`config.mk`:
```
export PLATFORM = sky130hd
export DESIGN_NAME = otn_frame_aligner
export DESIGN_NICKNAME = d
export VERILOG_FILES = /design/src/rtl/otn_frame_aligner.sv
export SDC_FILE = /design/constraint.sdc
export NUM_CORES = 1
export LEC_CHECK = 0
export ABC_AREA = 1
export BUFFER_PORTS_ARGS = -buffer_cell sky130_fd_sc_hd__buf_2
export CELL_PAD_IN_SITES_DETAIL_PLACEMENT = 0
export CELL_PAD_IN_SITES_GLOBAL_PLACEMENT = 1
export CORE_MARGIN = 2
export CORE_UTILIZATION = 40
export CTS_CLUSTER_SIZE = 16
export DETAILED_ROUTE_END_ITERATION = 6
export PLACE_DENSITY = 0.68
export SLEW_MARGIN = 20
export SYNTH_ARGS = -nofsm -noshare
export SYNTH_HDL_FRONTEND = slang
export SYNTH_SLANG_ARGS = --single-unit
```
`constraint.sdc`:
```
create_clock -name i_clk -period 1.85 [get_ports i_clk]
set_input_delay 0 -clock i_clk [delete_from_list [all_inputs] [get_ports i_clk]]
set_output_delay 0 -clock i_clk [all_outputs]
set_load 0.03 [all_outputs]
```
`src/rtl/otn_frame_aligner.sv`:
```
//==============================================================================
// Module : otn_frame_aligner
// Brief  : Serial OTN FAS hunt/presync/sync aligner forwarding payload bytes.
//          Optional macro OTN_FAS_ERR_CNT_EN adds the o_fas_err_cnt output.
// Rev    : 1.0  initial release
//==============================================================================
`default_nettype none

module otn_frame_aligner #(
  parameter logic [15:0] FAS_PATTERN = 16'hF628,
  parameter int          FRAME_BYTES = 64,
  parameter int          LOCK_CNT    = 2,
  parameter int          UNLOCK_CNT  = 3
) (
  input  logic        i_clk,
  input  logic        i_rst_n,
  input  logic        i_bit,
  input  logic        i_bit_valid,
  output logic [7:0]  o_frame_data,
  output logic        o_frame_data_valid,
  output logic        o_frame_data_fas,
  output logic        o_locked,
  output logic        o_oof
`ifdef OTN_FAS_ERR_CNT_EN
  ,
  output logic [15:0] o_fas_err_cnt
`endif
);

  localparam int                c_FRAME_BITS = FRAME_BYTES * 8;
  localparam int                c_CW         = $clog2(c_FRAME_BITS);
  localparam logic [c_CW-1:0]   c_LAST       = c_CW'(c_FRAME_BITS - 1);
  localparam logic [c_CW-1:0]   c_DATA_END   = c_CW'(c_FRAME_BITS - 16);
  localparam logic [c_CW-1:0]   c_FIRST_BYTE = c_CW'(7);
  localparam logic [2:0]        c_LOCK       = 3'(LOCK_CNT);
  localparam logic [2:0]        c_UNLOCK     = 3'(UNLOCK_CNT);

  typedef enum logic [1:0] {
    ST_HUNT    = 2'd0,
    ST_PRESYNC = 2'd1,
    ST_SYNC    = 2'd2
  } state_t;

  state_t            r_state;
  // The incoming bit completes the 16-bit window, so only 15 history bits are stored.
  logic [14:0]       r_sr;
  logic [c_CW-1:0]   r_cnt;
  logic [2:0]        r_good;
  logic [2:0]        r_bad;
  logic [7:0]        r_data;
  logic              r_valid;
  logic              r_fas;
  logic              r_locked;
  logic              r_oof;

  logic [15:0]       w_sr_next;
  logic              w_match;
  logic              w_wrap;
  logic [c_CW-1:0]   w_cnt_next;
  logic              w_byte_done;
  logic              w_first_byte;
  logic [2:0]        w_good_inc;
  logic [2:0]        w_bad_inc;

  assign w_sr_next    = {r_sr, i_bit};
  assign w_match      = (w_sr_next == FAS_PATTERN);
  assign w_wrap       = (r_cnt == c_LAST);
  assign w_cnt_next   = w_wrap ? '0 : r_cnt + 1'b1;
  // Payload bytes end below the FAS region; the two FAS bytes never qualify.
  assign w_byte_done  = (r_cnt[2:0] == 3'b111) && (r_cnt < c_DATA_END);
  assign w_first_byte = (r_cnt == c_FIRST_BYTE);
  assign w_good_inc   = r_good + 3'd1;
  assign w_bad_inc    = r_bad + 3'd1;

  always_ff @(posedge i_clk or negedge i_rst_n) begin
    if (!i_rst_n) begin
      r_state  <= ST_HUNT;
      r_sr     <= '0;
      r_cnt    <= '0;
      r_good   <= '0;
      r_bad    <= '0;
      r_data   <= '0;
      r_valid  <= 1'b0;
      r_fas    <= 1'b0;
      r_locked <= 1'b0;
      r_oof    <= 1'b0;
    end else begin
      r_valid <= 1'b0;
      r_fas   <= 1'b0;
      r_oof   <= 1'b0;
      if (i_bit_valid) begin
        r_sr  <= w_sr_next[14:0];
        r_cnt <= w_cnt_next;
        if (r_state == ST_SYNC && w_byte_done) begin
          r_data  <= w_sr_next[7:0];
          r_valid <= 1'b1;
          r_fas   <= w_first_byte;
        end
        case (r_state)
          ST_HUNT: begin
            if (w_match) begin
              r_cnt  <= '0;
              r_good <= 3'd1;
              r_bad  <= '0;
              if (LOCK_CNT == 1) begin
                r_state  <= ST_SYNC;
                r_locked <= 1'b1;
              end else begin
                r_state <= ST_PRESYNC;
              end
            end
          end
          ST_PRESYNC: begin
            if (w_wrap) begin
              if (w_match) begin
                r_good <= w_good_inc;
                if (w_good_inc >= c_LOCK) begin
                  r_state  <= ST_SYNC;
                  r_locked <= 1'b1;
                end
              end else begin
                r_state <= ST_HUNT;
              end
            end
          end
          ST_SYNC: begin
            if (w_wrap) begin
              if (w_match) begin
                r_bad <= '0;
              end else if (w_bad_inc >= c_UNLOCK) begin
                r_state  <= ST_HUNT;
                r_locked <= 1'b0;
                r_oof    <= 1'b1;
                r_bad    <= '0;
              end else begin
                r_bad <= w_bad_inc;
              end
            end
          end
          default: begin
            r_state  <= ST_HUNT;
            r_locked <= 1'b0;
          end
        endcase
      end
    end
  end

  assign o_frame_data       = r_data;
  assign o_frame_data_valid = r_valid;
  assign o_frame_data_fas   = r_fas;
  assign o_locked           = r_locked;
  assign o_oof              = r_oof;

`ifdef OTN_FAS_ERR_CNT_EN
  logic [15:0] r_fas_err_cnt;

  always_ff @(posedge i_clk or negedge i_rst_n) begin
    if (!i_rst_n) begin
      r_fas_err_cnt <= '0;
    end else if (i_bit_valid && r_state == ST_SYNC && w_wrap && !w_match &&
                 r_fas_err_cnt != 16'hFFFF) begin
      r_fas_err_cnt <= r_fas_err_cnt + 16'd1;
    end
  end

  assign o_fas_err_cnt = r_fas_err_cnt;
`else
  // No FAS mismatch counter in this build.
`endif

endmodule

`default_nettype wire

```
# After elaboration in Yosys (flattened, before gate mapping)
# Cells that the tools add are included.
dict set report word_totals {
  output_inout_bits 12
  word_cells 77
  in_bits 4
  reg_bits 44
}
dict set report classes {
  reduce_logical 10
  mux 36
  n_eq_ne 14
  bitwise_logic 1
  order_cmp 3
  n_addsub 3
}
# op count
set op_table {}
lappend op_table {{two-way mux 9 bit} 3}
lappend op_table {{two-way mux 3 bit} 7}
lappend op_table {{== test 16 bit, second input constant} 1}
lappend op_table {{two-way mux 1 bit} 15}
lappend op_table {{two-way mux 2 bit} 7}
lappend op_table {{!= test 2 bit, second input constant} 6}
lappend op_table {{case mux 3 bit (2 select lines)} 2}
lappend op_table {{adder 9 x 1 -> 9 bit, second input constant} 1}
lappend op_table {{== test 9 x 3 -> 1 bit, second input constant} 1}
lappend op_table {{== test 9 bit, second input constant} 1}
lappend op_table {{< comparator 9 bit, second input constant} 1}
lappend op_table {{AND reduction 8 bit} 1}
lappend op_table {{AND reduction 7 bit} 1}
lappend op_table {{adder 3 x 1 -> 3 bit, second input constant} 2}
lappend op_table {{greater-or-equal comparator 3 x 2 -> 1 bit, second input constant} 2}
lappend op_table {{case mux 2 bit (3 select lines)} 1}
lappend op_table {{AND reduction 5 bit} 1}
lappend op_table {{AND reduction 4 bit} 1}
lappend op_table {{nonzero test 2 bit} 2}
lappend op_table {{== test 3 bit, second input constant} 1}
lappend op_table {{!= test 3 bit, second input constant} 1}
lappend op_table {{case mux 1 bit (3 select lines)} 1}
lappend op_table {{== test 2 x 1 -> 1 bit, second input constant} 1}
lappend op_table {{== test 2 bit, second input constant} 1}
lappend op_table {{other kinds (5)} 6}

# Longest topological paths before layout
# Gate-level depths: netlist of run 1.
dict set report depth {
  depth_word 7
  ltp_mapped 14
  mapped_depth_nobuf 14
}

# Worst setup path after synthesis of run 1
# Ideal clock, no wire load.
dict set report synth_path {
  path_type {flip-flop to flip-flop}
  startpoint {register r_cnt[0]}
  endpoint {register r_locked, in the netlist o_locked}
  path_buffers 0
  synth_period_minus_slack_ns 1.674
  setup_slack_ns 0.176
  t_arrival_ns 1.551
  stages_incl_launch_ff 12
  setup_time_ns 0.123
  cell_sequence {dfrtp_1 ha_1 inv_1 nor4_1 ha_1 inv_1 nand2_1 nand2_1 inv_2 nand3_2 o21ai_0 nand2_1}
}
dict set report synth_via {
  elab_chain_cells 3
  elab_cells_between_ends 4
  cone_classes {eq/ne (3); reduce/logical (1)}
}
# element line
set synth_rtl {}
lappend synth_rtl {{from (decl)} 47} ;# logic [c_CW-1:0] r_cnt;
lappend synth_rtl {{from (signal assigned)} 93} ;# r_cnt <= w_cnt_next;
lappend synth_rtl {{== test 9 bit *} 67} ;# assign w_wrap = (r_cnt == c_LAST);
lappend synth_rtl {{!= test 2 bit (no line)} -}
lappend synth_rtl {{AND reduction 8 bit (no line) *} -}
lappend synth_rtl {{to (signal assigned)} 85} ;# r_locked <= 1'b0;
lappend synth_rtl {{to (signal assigned)} 107} ;# r_locked <= 1'b1;
lappend synth_rtl {{to (signal assigned)} 119} ;# r_locked <= 1'b1;
lappend synth_rtl {{to (decl)} 53} ;# logic r_locked;
# Mark *: on every way between the ends. The rest lies on a longest branch, timed or not.
# A chain may end at the register's enable or synchronous reset.

# Final worst setup path of run 1
dict set report layout_path {
  startpoint {register r_cnt[4]}
  endpoint {register r_state[0]}
}
dict set report layout_via {
  elab_chain_cells 3
  elab_cells_between_ends 4
  cone_classes {eq/ne (3); reduce/logical (1)}
}
# element line
set layout_rtl {}
lappend layout_rtl {{== test 9 bit *} 67}
lappend layout_rtl {{!= test 2 bit (no line)} -}
lappend layout_rtl {{AND reduction 7 bit (no line) *} -}
lappend layout_rtl {{to (signal assigned)} 77} ;# r_state <= ST_HUNT;
lappend layout_rtl {{to (signal assigned)} 106} ;# r_state <= ST_SYNC;
lappend layout_rtl {{to (signal assigned)} 109} ;# r_state <= ST_PRESYNC;
lappend layout_rtl {{to (decl)} 44} ;# state_t r_state;
# Marked as above.

==> results of run 1 <==
[state kept, by name, summed over array words and instances (netlist names)]
name	cells
r_cnt	9
r_good	3
o_frame_data	8
o_locked	1
o_frame_data_valid	1
r_state	2
r_sr	15
o_frame_data_fas	1
o_oof	1
r_bad	3
[kinds of logic (layout without fill, tap and decap cells)]
kind of cell             count (synthesis)  after routing  synth area share, %
buffers and inverters                   46             76                 8.67
flip-flops                              44             44                 50.2
XOR/XNOR                                 5              5                 2.00
adder cells (fa/ha/maj)                  7              7                 3.99
AO/OA/AOI/OAI                           44             44                 10.8
AND/OR/NAND/NOR                        110            110                 24.4
[worst max-delay path: cells and delay by family (launching register included)]
kind | cells | cell delay, ps
simple gates | 9 | 690
flops | 1 | 380
buf+inv | 4 | 300
fa+ha+maj | 1 | 220
[power groups by stage]
stage               logic (µW)  clock network [µW]  registers (µW)
CTS                        585                 811            1190
detailed placement         579                   0            1210
global placement           578                   0            1210
global route               781                 838            1220
floorplan                  394                   0            1230
finish                     675                 775            1200
[path summary, 6_finish.rpt]
check | startpoint | to | cells past startpoint
setup reg to reg | r_cnt[4] | r_state[0] | 14
min in group i_clk | o_frame_data[4] | o_frame_data[4] | 2
hold reg to reg | o_frame_data[4] | o_frame_data[4] | 2
max in group asynchronous | i_rst_n | r_sr[14] | 3
hold / removal | i_rst_n | o_frame_data[0] | 3
setup / recovery | r_cnt[4] | r_state[0] | 14
[layer usage]
layer | part of all wire [%] | wire, µm | up-vias
met5 | 0 | 0 | -
met4 | 1.1 | 46 | 0
met2 | 44 | 1800 | 16
met1 | 51 | 2080 | 764
li1 | - | - | 868
met3 | 3.7 | 153 | 6
[cell usage after synthesis, drive strengths merged]
master  instances  area (µm²)
o211ai          1        7.51
dfrtp          44        1100
clkbuf          4        15.0
nor3            3        26.3
buf             2        22.5
xnor2           2        17.5
a21oi           6        30.0
nand2          71         277
ha              7        87.6
nor4            1        6.26
inv            40         153
o21a            1        7.51
a21boi          1        7.51
nor2           17        98.8
xor2            3        26.3
nand4           4        25.0
o21ai          34         178
o22ai           1        6.26
nand3          14         103
[cell usage in the layout, fill, tap and decap left out]
cell type,Yosys,layout
a21boi_0,1,1
a21oi_1,6,6
buf_2,0,15
buf_4,0,10
bufinv_16,0,1
clkbuf_8,0,6
clkinv_4,0,1
dfrtp_1,44,44
dlygate4sd3_1,0,3
ha_1,7,6
ha_2,0,1
inv_1,32,31
inv_2,7,8
inv_4,1,1
nand2_1,67,64
nand2_2,4,7
nand3_1,9,9
nand3_2,4,2
nand3_4,1,3
nand4_1,4,4
nor2_1,9,9
nor2_2,5,5
nor2_4,3,3
nor3_1,2,2
nor3_4,1,1
nor4_4,0,1
o211ai_1,1,1
o21a_1,1,1
o21ai_0,29,27
o21ai_1,3,5
o21ai_2,2,2
o22ai_1,1,1
xnor2_1,2,2
xor2_1,3,3
[final cells by class]
type                       count  area share [%]
sequential                    44            42.6
multi-input combinational    166            36.5
inverter                      40            5.90
clock inverter                 2            1.50
clock buffer                   6            3.19
timing repair buffer          28            6.97
tap                           70            3.39
[what timing repair did]
item | CTS | global route
hold buffers | 3 | 0
setup buffers | 0 | 4
resized for setup | 0 | 11
endpoints found under the setup margin | 0 | 8
endpoints found under the hold margin | 47 | 0
[stage by stage]
step / cells / setup WS [ps] / utilization, % / setup TNS, ps / cell area [µm²]
floorplan: 256 / 176 / - / 0 / 2190
global placement: 341 / 131 / 45.4 / 0 / 2360
detailed placement: 341 / 29.5 / 45.4 / 0 / 2360
CTS: 352 / 17.0 / 48.3 / 0 / 2520
global route: 356 / -11.3 / 49.7 / -15.0 / 2590
finish: 356 / 152 / 49.7 / 0 / 2590
==> flow_summary.yaml, run 1 <==
status:
  status: "finished, final reports clean"
power:
  power_per_cell_area_nw_per_um2: 1020
  p_leak_uw: 0.00130
  internal-power_uw: 1800
  sw_frac_of_total_pct: 31.9
  max-vdd-ir-drop_mv: 0.383
  power_uw: 2650
  switchingPower_uw: 845
  p_comb_share_pct: 25.5
  clkPwrFrac_pct: 29.3
  seqPwrFrac_pct: 45.2
global_routing:
  use_met2_pct: 21.9
  grt-busiest-layer: "met1"
  antenna_found_initial: 0
  first_global_vias: 1566
  grt_start_max_net_pins: 45
  met3_usage_pct: 3.79
  grt_pass1_wl_mm: 7.38
  grtUsageMet1_pct: 22.2
  track_usage_pct: 15.2
  overflow: 0
layout:
  multiInputGateArea_um2: 943
  fillers: 533
  ff_latch_area_um2: 1100
  drive_above_1_share_pct: 23.4
  final_nets: 296
  diodes: 0
  area.growth.synth_to_final_pct: 17.8
yosys:
  syn_area_um2: 2190
  ys_ff_latch: 44
  yosys_warnings: 0
  yosysSeqAreaShare_pct: 50.2
  synthesis.nets: 267
  synth.distinct_cells: 29
  synth_area_per_cell_um2: 8.57
  syn-instance-count: 256
sta:
  tightest_slew_ps: 565
  fmax_mhz: 589
  clock_skew_ps: 4.68
  setup_violations: 0
  slew_headroom_pct: 62.4
  slew_viol_final: 0
  period_share_pct: 91.8
  finalHoldViolCount: 0
  worst_hold_slack_ps: 304
  min_period_ps: 1700
clock_network:
  cts_buffer_depth: 2
  cts_sinks: 44
  cts_tree: "done"
  cts.reportedPaths.clkPinSlew_ps: 80
  clk_latency_ps: 300
  htreeDepth: 2
  root_buffer: "clkbuf_8"
  numCtsBuffers: 5
floorplan:
  die-area_um2: 6090
  boundaryPins: 16
  start_util_pct: 42.2
  core_um2: 5200
  fp.dieH_um: 78.1
  num_rows: 26
  die_w_um: 78.1
critical_path:
  rrSetupSlack_ps: 150
  cp_cell_sequence: "nand2_2 > inv_2 > nand3_4 > nor4_4 > ha_2 > inv_2 > nand2_2 > nand2_2 > inv_2 > nand3_4 > inv_2 > nand2_2 > nand2_1 > nand2_1"
  path_max_fanout: 3
  arrival_ps: 1890
  worst_setup_path_end_kind: "register"
  cp.required_ps: 2040
  startpoint_type: "register"
  max_stage_delay_ps: 380
  worst_path_max_delay_cell: "dfrtp_1"
  path_class: "register to register"
drt:
  ant_nets: 0
  wl_per_cell_um: 11.5
  drt_pass1_iterations: 5
  vias_per_cell: 4.65
  drc: 0
  drt-initial-drc-count: 96
  vias: 1654
  wl_mm: 4.08
placed_design:
  routabilityCongestion: 0.767
  portBuffers: 15
  dp.final_hpwl_mm: 2.84
min_path:
  hold_path_class: "primary input to asynchronous set/reset pin"
job:
  cap_violations: 0
Power figures use the tool's default switching activity.
==> run 2, diff against run 1 <==
--- a/config.mk
+++ b/config.mk
@@ -7,7 +7,7 @@
 export LEC_CHECK = 0
 export ABC_AREA = 1
 export BUFFER_PORTS_ARGS = -buffer_cell sky130_fd_sc_hd__buf_2
-export CELL_PAD_IN_SITES_DETAIL_PLACEMENT = 0
+export CELL_PAD_IN_SITES_DETAIL_PLACEMENT = 1
 export CELL_PAD_IN_SITES_GLOBAL_PLACEMENT = 1
 export CORE_MARGIN = 2
 export CORE_UTILIZATION = 40
==> flow_summary.yaml, run 2 (synthesis gave the netlist of run 1 again) <==
floorplan:
  num_rows: 26
  die-area_um2: 6090
  boundaryPins: 16
  core_um2: 5200
  fp.dieH_um: 78.1
  start_util_pct: 42.2
  die_w_um: 78.1
clock_network:
  clk_latency_ps: 300
  cts_sinks: 44
  root_buffer: "clkbuf_8"
  cts.reportedPaths.clkPinSlew_ps: 80
  numCtsBuffers: 5
  cts_buffer_depth: 2
  htreeDepth: 2
  cts_tree: "done"
placed_design:
  pre_cts_ws_ps: 11.8
  dp.final_hpwl_mm: 3.24
  routabilityCongestion: 0.767
  portBuffers: 15
  dpl_cell_area_um2: 2360
critical_path:
  worst-r2r-cell-count: 14
  max_stage_delay_ps: 380
  cp.required_ps: 2040
  cp_cell_sequence: "nand2_2 > inv_2 > nand3_2 > nor4_2 > ha_2 > inv_2 > nand2_2 > nand2_2 > inv_2 > nand3_4 > inv_4 > nand2_4 > nand2_1 > nand2_1"
  startpoint_type: "register"
  arrival_ps: 1960
  startpoint: "r_cnt[5]"
  r2r_start: "r_cnt[5]"
  endpoint: "r_state[1]"
  worst_setup_path_end_kind: "register"
  r2r_end: "r_state[1]"
  path_class: "register to register"
  rrSetupSlack_ps: 90
  path_max_fanout: 3
  worst_path_max_delay_cell: "dfrtp_1"
sta:
  tightest_slew_ps: 573
  slew_headroom_pct: 61.8
  rsz0062_at_grt: "true"
  finalHoldViolCount: 0
  clock_skew_ps: 8.58
  worst_hold_slack_ps: 21.6
  slew_viol_final: 0
  fmax_mhz: 567
  min_period_ps: 1760
  fin_ws_ps: 86.4
  period_share_pct: 95.3
  setup_violations: 0
layout:
  utilization_pct: 49.7
  final_nets: 297
  drive_above_1_share_pct: 25.1
  fillers: 637
  top_register: "r_sr"
  stdcell_area_um2: 2580
  layout_common_cells: "nand2_1 (62), dfrtp_1 (44), inv_1 (31)"
  largest_register_ffs: 15
  diodes: 0
  area.growth.synth_to_final_pct: 17.8
  final_common_cell: "nand2_1"
min_path:
  hold_path_class: "primary input to register"
global_routing:
  track_usage_pct: 17.2
  overflow: 0
  grt_start_max_net_pins: 45
  first_global_vias: 1797
  antenna_found_initial: 0
  grt_pass1_wl_mm: 8.34
drt:
  wl_mm: 4.65
  wl_per_cell_um: 13.0
  drt-initial-drc-count: 78
  drc: 0
  vias_per_cell: 4.73
  drt_pass1_iterations: 4
  vias: 1688
  ant_nets: 0
power:
  power_per_cell_area_nw_per_um2: 1030
  max-vdd-ir-drop_mv: 0.451
  p_leak_uw: 0.00130
  power_uw: 2670
status:
  status: "finished, final reports clean"
job:
  cap_violations: 0
## run 2: worst min-delay path by stage
stage | startpoint | to | cells past startpoint
6_report | i_bit_valid | r_cnt[7] | 2
5_1_grt | i_bit_valid | r_cnt[5] | 2
3_5_place_dp | i_rst_n | r_cnt[4] | 2
3_3_place_gp | i_rst_n | o_frame_data_fas | 2
4_1_cts | i_bit_valid | r_cnt[5] | 2
2_1_floorplan | i_rst_n | o_frame_data[0] | 0
## run 2: final cells by class
type,count,area (µm²),share of cell area (%)
multi-input cells,166,940,36.4
clock buffers,5,68.8,2.66
well taps,70,87.6,3.39
flip-flops and latches,44,1100,42.6
repair buffers,29,185,7.16
inverters,40,155,6.00
clock inverters,3,47.5,1.84
## run 2: through the flow
stage | TNS, ps | std cells
2_1_floorplan | 0 | 256
3_3_place_gp | 0 | 341
3_5_place_dp | 0 | 341
4_1_cts | 0 | 351
5_1_grt | -85.8 | 357
6_report | 0 | 357
## run 2: layer usage
metal	global-route usage, %	wire length, µm	vias up
li1	-	-	868
met1	23.3	2270	805
met2	27.8	2230	10
met3	3.56	100	5
met4	5.26	44	0
met5	0	0	-
## run 2: repair_timing
action	4_1_cts	5_1_grt
resized for setup	2	12
setup endpoints to repair	2	7
buffers inserted	0	6
hold buffers	2	0
hold endpoints to repair	46	0
pin swaps	1	4
## run 2: critical path: cells and delay by family (launching register included)
kind	cells	cell delay, ps
fa+ha+maj	1	240
buf+inv	4	290
flops	1	380
simple gates	9	750
## run 2: report_power, final
part / total [µW] / leakage [µW] / internal (µW) / switching [µW]
logic: 718 / 0.000664 / 288 / 430
clock network: 748 / 0.0000583 / 407 / 342
registers: 1200 / 0.000581 / 1090 / 107
